**config.mk**
```make
export PLATFORM = sky130hd
export DESIGN_NAME = feature_map_collector_flat
export DESIGN_NICKNAME = d
export VERILOG_FILES = /design/src/rtl/feature_map_collector_if.sv /design/src/rtl/feature_map_collector.sv /design/src/flat_wrapper.sv
export SDC_FILE = /design/constraint.sdc
export NUM_CORES = 2
export LEC_CHECK = 0
export BUFFER_PORTS_ARGS = -buffer_cell sky130_fd_sc_hd__buf_2
export CAP_MARGIN = 20
export CELL_PAD_IN_SITES_DETAIL_PLACEMENT = 0
export CELL_PAD_IN_SITES_GLOBAL_PLACEMENT = 1
export CORE_AREA = 5 5 411 413
export CTS_BUF_LIST = sky130_fd_sc_hd__clkbuf_8
export DETAILED_ROUTE_END_ITERATION = 10
export DIE_AREA = 0 0 416 418
export PLACE_DENSITY = 0.79
export SLEW_MARGIN = 20
export SYNTH_ARGS = -nofsm -noshare
export SYNTH_HDL_FRONTEND = slang
export SYNTH_SLANG_ARGS = --single-unit
```
**constraint.sdc**
```tcl
create_clock -name clk -period 10.15 [get_ports clk]
set_input_delay 0.5075 -clock clk [delete_from_list [all_inputs] [get_ports clk]]
set_output_delay 0.5075 -clock clk [all_outputs]
set_load 0.03 [all_outputs]
```
**src/rtl/feature_map_collector_if.sv**
```systemverilog
// Stream bundle for feature_map_collector: conv/pool input side, serial drain side
// and status flags.
interface feature_map_collector_if #(
    parameter int unsigned NumberOfK          = 4,
    parameter int unsigned ProcessingElements = 2,
    parameter int unsigned BitSize            = 32
);
    logic [NumberOfK-1:0]                         in_valid;
    logic [ProcessingElements-1:0][BitSize-1:0]   in_data;
    logic                                         in_set_done;
    logic                                         out_ready;
    logic                                         out_valid;
    logic [BitSize-1:0]                           out_data;
    logic                                         out_last;
    logic                                         busy;
    logic                                         err_overflow;
    logic                                         err_short;

    // Producer/consumer side (drives the conv results, accepts the drained stream)
    modport master (
        output in_valid, in_data, in_set_done, out_ready,
        input  out_valid, out_data, out_last, busy, err_overflow, err_short
    );

    // Collector side
    modport slave (
        input  in_valid, in_data, in_set_done, out_ready,
        output out_valid, out_data, out_last, busy, err_overflow, err_short
    );
endinterface

```
**src/rtl/feature_map_collector.sv**
```systemverilog
// Collects per-kernel pooled feature maps from a non-stallable conv/pool stage and
// drains the whole frame, kernel-major, as one valid/ready word stream.
module feature_map_collector #(
    parameter int unsigned NumberOfK          = 4,
    parameter int unsigned ProcessingElements = 2,
    parameter int unsigned BitSize            = 32,
    parameter int unsigned ImageWidth         = 4
) (
    input logic                    clk,
    input logic                    res_n,
    feature_map_collector_if.slave bus
);
    localparam int unsigned P  = ImageWidth * ImageWidth;
    localparam int unsigned CW = $clog2(P + 1);
    localparam int unsigned PW = (P > 1) ? $clog2(P) : 1;
    localparam int unsigned KW = (NumberOfK > 1) ? $clog2(NumberOfK) : 1;

    localparam logic [CW-1:0] PCnt  = CW'(P);
    localparam logic [PW-1:0] PLast = PW'(P - 1);
    localparam logic [KW-1:0] KLast = KW'(NumberOfK - 1);

    typedef enum logic [0:0] {StCollect, StDrain} state_e;

    state_e state_q, state_d;

    // Read side: kernel/pixel pointer of the next word to fetch into the output register
    logic [KW-1:0]      rk_q, rk_d;
    logic [PW-1:0]      rp_q, rp_d;
    logic               fetch_done_q, fetch_done_d;

    logic               out_valid_q, out_valid_d;
    logic               out_last_q, out_last_d;
    logic [BitSize-1:0] out_data_q, out_data_d;
    logic               err_ovf_q, err_ovf_d;
    logic               err_short_q, err_short_d;

    logic                 collecting;
    logic                 clear_cnt;
    logic [NumberOfK-1:0] accept;
    logic [NumberOfK-1:0] drop;
    logic [NumberOfK-1:0] short_k;
    logic [BitSize-1:0]   rd_word [NumberOfK];

    assign collecting = (state_q == StCollect);

    for (genvar k = 0; k < NumberOfK; k++) begin : g_kernel
        logic [BitSize-1:0] bank [P];
        logic [CW-1:0]      wcnt_q;
        logic               full;

        assign full       = (wcnt_q == PCnt);
        assign accept[k]  = collecting && bus.in_valid[k] && !full;
        // Anything arriving while draining, or beyond P pixels, is lost
        assign drop[k]    = bus.in_valid[k] && (!collecting || full);
        // Count as it will be after this cycle's write, so a same-cycle last pixel counts
        assign short_k[k] = ((wcnt_q + CW'(accept[k])) != PCnt);
        assign rd_word[k] = bank[rp_q];

        // Per-kernel write counter; cleared when the frame finishes draining
        always_ff @(posedge clk) begin
            if (!res_n) begin
                wcnt_q <= '0;
            end else if (clear_cnt) begin
                wcnt_q <= '0;
            end else if (accept[k]) begin
                wcnt_q <= wcnt_q + CW'(1);
            end
        end

        // Kernel storage; contents are don't-care after reset so it is not reset
        always_ff @(posedge clk) begin
            if (accept[k]) begin
                bank[wcnt_q[PW-1:0]] <= bus.in_data[k % ProcessingElements];
            end
        end
    end

    // Next-state logic: collect/drain control, prefetching output register, sticky errors
    always_comb begin
        state_d      = state_q;
        rk_d         = rk_q;
        rp_d         = rp_q;
        fetch_done_d = fetch_done_q;
        out_valid_d  = out_valid_q;
        out_last_d   = out_last_q;
        out_data_d   = out_data_q;
        err_ovf_d    = err_ovf_q | (|drop);
        err_short_d  = err_short_q;
        clear_cnt    = 1'b0;

        unique case (state_q)
            StCollect: begin
                if (bus.in_set_done) begin
                    state_d = StDrain;
                    if (|short_k) begin
                        err_short_d = 1'b1;
                    end
                end
            end
            StDrain: begin
                if (out_valid_q && bus.out_ready && out_last_q) begin
                    state_d      = StCollect;
                    out_valid_d  = 1'b0;
                    out_last_d   = 1'b0;
                    rk_d         = '0;
                    rp_d         = '0;
                    fetch_done_d = 1'b0;
                    clear_cnt    = 1'b1;
                end else if (!fetch_done_q && (!out_valid_q || bus.out_ready)) begin
                    // Refill the output register in the same cycle it empties: no bubbles
                    out_valid_d = 1'b1;
                    out_data_d  = rd_word[rk_q];
                    out_last_d  = (rk_q == KLast) && (rp_q == PLast);
                    if (rp_q == PLast) begin
                        rp_d = '0;
                        if (rk_q == KLast) begin
                            fetch_done_d = 1'b1;
                        end else begin
                            rk_d = rk_q + KW'(1);
                        end
                    end else begin
                        rp_d = rp_q + PW'(1);
                    end
                end else if (out_valid_q && bus.out_ready) begin
                    out_valid_d = 1'b0;
                end
            end
            default: state_d = StCollect;
        endcase
    end

    // State and control registers with synchronous active-low reset
    always_ff @(posedge clk) begin
        if (!res_n) begin
            state_q      <= StCollect;
            rk_q         <= '0;
            rp_q         <= '0;
            fetch_done_q <= 1'b0;
            out_valid_q  <= 1'b0;
            out_last_q   <= 1'b0;
            out_data_q   <= '0;
            err_ovf_q    <= 1'b0;
            err_short_q  <= 1'b0;
        end else begin
            state_q      <= state_d;
            rk_q         <= rk_d;
            rp_q         <= rp_d;
            fetch_done_q <= fetch_done_d;
            out_valid_q  <= out_valid_d;
            out_last_q   <= out_last_d;
            out_data_q   <= out_data_d;
            err_ovf_q    <= err_ovf_d;
            err_short_q  <= err_short_d;
        end
    end

    assign bus.out_valid    = out_valid_q;
    assign bus.out_last     = out_last_q;
    assign bus.out_data     = out_data_q;
    assign bus.busy         = (state_q == StDrain);
    assign bus.err_overflow = err_ovf_q;
    assign bus.err_short    = err_short_q;

endmodule
```
**src/flat_wrapper.sv**
```systemverilog
// flat-port wrapper written by rule: the top's interface ports become plain ports
module feature_map_collector_flat 
#(
    parameter int unsigned NumberOfK          = 4,
    parameter int unsigned ProcessingElements = 2,
    parameter int unsigned BitSize            = 32,
    parameter int unsigned ImageWidth         = 4
)
  (clk, res_n, bus_in_valid, bus_in_data, bus_in_set_done, bus_out_ready, bus_out_valid, bus_out_data, bus_out_last, bus_busy, bus_err_overflow, bus_err_short);
  feature_map_collector_if #(.NumberOfK(NumberOfK), .ProcessingElements(ProcessingElements), .BitSize(BitSize)) bus_i ();
  input logic clk;
  input logic res_n;
  input wire logic [$bits(bus_i.in_valid)-1:0] bus_in_valid;
  input wire logic [$bits(bus_i.in_data)-1:0] bus_in_data;
  input wire logic [$bits(bus_i.in_set_done)-1:0] bus_in_set_done;
  input wire logic [$bits(bus_i.out_ready)-1:0] bus_out_ready;
  output wire logic [$bits(bus_i.out_valid)-1:0] bus_out_valid;
  output wire logic [$bits(bus_i.out_data)-1:0] bus_out_data;
  output wire logic [$bits(bus_i.out_last)-1:0] bus_out_last;
  output wire logic [$bits(bus_i.busy)-1:0] bus_busy;
  output wire logic [$bits(bus_i.err_overflow)-1:0] bus_err_overflow;
  output wire logic [$bits(bus_i.err_short)-1:0] bus_err_short;
  assign bus_i.in_valid = bus_in_valid;
  assign bus_i.in_data = bus_in_data;
  assign bus_i.in_set_done = bus_in_set_done;
  assign bus_i.out_ready = bus_out_ready;
  assign bus_out_valid = bus_i.out_valid;
  assign bus_out_data = bus_i.out_data;
  assign bus_out_last = bus_i.out_last;
  assign bus_busy = bus_i.busy;
  assign bus_err_overflow = bus_i.err_overflow;
  assign bus_err_short = bus_i.err_short;
  feature_map_collector #(.NumberOfK(NumberOfK), .ProcessingElements(ProcessingElements), .BitSize(BitSize), .ImageWidth(ImageWidth)) u_core (.clk(clk), .res_n(res_n), .bus(bus_i));
endmodule
```
==> flow_metrics.tcl <==
set metrics [dict create \
    fin_crit_sh_pct 41.4 \
    path_buf_inv 2 \
    synth_edf_count 2048 \
    hold_violations 0 \
    hold_depth 1 \
    wl_microns 218000 \
    synth.top_cells.by_count "edfxtp_1, mux2i_1, mux4_2" \
    start_util_pct 49.9 \
    relSlewSlack_pct 32.0 \
    grt_pass1_vias 43100 \
    maxCapViolCount 0 \
    clk_pin_slew_ns 0.06 \
    cp.depth 8 \
    cts_buffers 340 \
    fin_area_sq_um 92000 \
    synth-main-ff-cell "edfxtp_1" \
    hp-class "in2reg" \
    finalWeightedCongestion 0.789 \
    switching_power_mw 3.91 \
    drtIter0Drc 5563 \
    area_growth_pct 12.3 \
    crit_required_ns 11.07 \
    hold_ws_ns 0.0862 \
    dpl-instance-area_sq_um 85300 \
    path_cells "buf_12, buf_4, mux2i_1, a22oi_1, a21oi_1, nor4_1, o21ai_0, nand4_1" \
    globalRouteTotalUtil_pct 24.7 \
    core-area_sq_um 164000 \
    r2r-end "u_core.bus.out_data[0]" \
    synth.largest_area_cell "edfxtp_1" \
    antenna_left 0 \
    skew_ns 0.0681 \
    cts_num_sinks 2116 \
    finish.utilization_pct 56.0 \
    worst_slew_pin_slew_ns 1.02 \
    p_clk_share_pct 37.6 \
    comb_power_share_pct 6.3 \
    via_count 42900 \
    grt_pass1_wl_microns 307000 \
    netlist_area_sq_um 82000 \
    power_density_nw_per_um2 188 \
    root_buffer "clkbuf_8" \
    outcome "finished clean" \
    die-area_sq_um 174000 \
    detail_route.wl_per_cell_microns 31.6 \
    cts_tree "done" \
    insertion_delay_ns 1.03 \
    cpLargestDelayFamily "buffers and inverters" \
    ys_warn_count 0 \
    yosysSeqAreaShare_pct 76.7 \
    p_sw_share_pct 22.6 \
    ctsLongestPathBuffers 4 \
    min_to "u_core.g_kernel[2].bank[13][29]" \
    min_period_ns 4.20 \
    cp_slowest_cell "buf_4" \
    synth_most_common_cell "edfxtp_1" \
    numPortBuffers 108 \
    drc 0 \
    rows 149 \
    synthArstFlopShare_pct 0 \
    setup_slack_ns 5.95 \
    layout.nets 4539 \
    overflow 0 \
    htreeDepth 5 \
    p_seq_share_pct 56.1 \
    power.leakage_nw 29.0 \
    synth_cell_type_count 65 \
    drt-pass1-iter-count 6 \
    synth_top_area_share_pct 75.0 \
    cp_max_fo 111 \
    syn_inst 4038 \
    hp-start "bus_in_data[29]" \
    worstPathArrival_ns 5.12 \
    fmax_mhz 238 \
    drv_slew 0 \
    dp_hpwl_microns 119000 \
    r2r_slack_ns 5.95 \
    syn_nets 4136 \
    tns_ns 0 \
    grt_max_degree 118 \
    die_y_microns 418 \
    end_kind "flip-flop" \
    drive_gt1_share_pct 23.0 \
    setup_viol 0 \
    start_kind "flip-flop" \
    syn_area_per_cell_sq_um 20.3 \
    vias_per_cell 6.23 \
    ir_drop_v 0.000133 \
    p_int_mw 13.4 \
    io-pin-count 109 \
    die_x_microns 416 \
    ys_ff_latch 2116 \
    rsz0062_at_grt "no" \
    synth_area_leaders "edfxtp_1, mux4_2, mux2i_1" \
    max_stage_delay_ns 0.87 \
    preCtsSetupSlack_ns 5.94 \
    antenna_found_initial 15 \
    worst_r2r_path_depth 8 \
    path_class "reg2reg" \
]
[registers in the layout, indices dropped and copies added (netlist names), 2 cells and up, named ones only]
register / flops
u_core.bus.out_data: 32
u_core.rk_q: 2
u_core.rp_q: 4
u_core.g_kernel.wcnt_q: 20
u_core.g_kernel.bank: 2048
[cell families (layout without fill, tap and decap cells)]
kind of cell             count (synthesis)  after routing  synth area share [%]
flip-flops                            2116           2116                  76.7
multiplexers                           752            752                  14.8
AO/OA/AOI/OAI                          460            460                  3.91
AND/OR/NAND/NOR                        419            419                  2.28
buffers and inverters                  245            892                  1.69
adder cells (fa/ha/maj)                 26             26                 0.397
XOR/XNOR                                20             20                 0.214
other                                    0             14                     0
[layer usage]
metal / up-vias / GRT usage, % / wire length (microns)
met2: 2519 / 38.9 / 103000
li1: 17600 / - / -
met5: - / 0 / 27
met1: 22400 / 32.8 / 80600
met4: 4 / 11.4 / 11100
met3: 466 / 6.29 / 23500
[stage by stage]
step / power (mW) / std cells
3_5_place_dp: 11.0 / 6219
3_3_place_gp: 11.0 / 6217
2_1_floorplan: 10.6 / 4038
5_1_grt: 17.9 / 6880
6_report: 17.3 / 6888
4_1_cts: 17.4 / 6874
[power by group through the flow]
stage | combinational, mW | sequential, mW | clock [mW]
5_1_grt | 1.15 | 9.73 | 7.04
3_3_place_gp | 1.05 | 9.91 | 0
4_1_cts | 1.09 | 9.73 | 6.62
3_5_place_dp | 1.07 | 9.91 | 0
2_1_floorplan | 0.679 | 9.90 | 0
6_report | 1.09 | 9.73 | 6.51
[final cells by class]
class | instances | area [sq um]
multi-input cells | 1677 | 18200
repair buffers | 288 | 2120
clock buffers | 363 | 5000
clock inverters | 223 | 948
flip-flops and latches | 2116 | 62900
well taps | 2189 | 2740
fillers | 12300 | 72400
diodes | 14 | 35.0
inverters | 18 | 72.6
[how the worst max path moves through the flow]
stage                                            start                             to  slack (ns)
after floorplan           u_core.g_kernel[2].wcnt_q[0]  u_core.g_kernel[2].bank[3][0]        6.03
after global placement                       flip-flop        u_core.bus.out_data[23]        4.66
after detailed placement                     flip-flop        u_core.bus.out_data[11]        5.94
after CTS                                    flip-flop        u_core.bus.out_data[29]        5.96
after global routing                         flip-flop        u_core.bus.out_data[29]        5.74
final                                        flip-flop         u_core.bus.out_data[0]        5.95
[what timing repair did]
action | 4_1_cts | 5_1_grt
hold buffers | 69 | 0
setup buffers | 0 | 0
endpoints found under the hold margin | 1787 | 0
gates resized for setup | 0 | 0
[layout by cell type (no fill, tap or decap), types with 44 or more instances in the layout]
| master | synthesis | final |
|---|---|---|
| nor2_4 | 0 | 48 |
| mux2i_1 | 379 | 379 |
| clkinv_1 | 0 | 57 |
| buf_4 | 38 | 105 |
| a21oi_1 | 77 | 77 |
| clkbuf_8 | 0 | 363 |
| dfxtp_1 | 68 | 63 |
| a22oi_1 | 75 | 75 |
| nor2_1 | 138 | 87 |
| o22ai_1 | 101 | 101 |
| o221ai_1 | 44 | 44 |
| mux4_2 | 361 | 361 |
| dlygate4sd3_1 | 0 | 69 |
| inv_1 | 17 | 149 |
| nand2_1 | 140 | 139 |
| edfxtp_1 | 2048 | 2048 |
| buf_2 | 49 | 109 |
No activity file was read; power rests on OpenSTA's default activity.
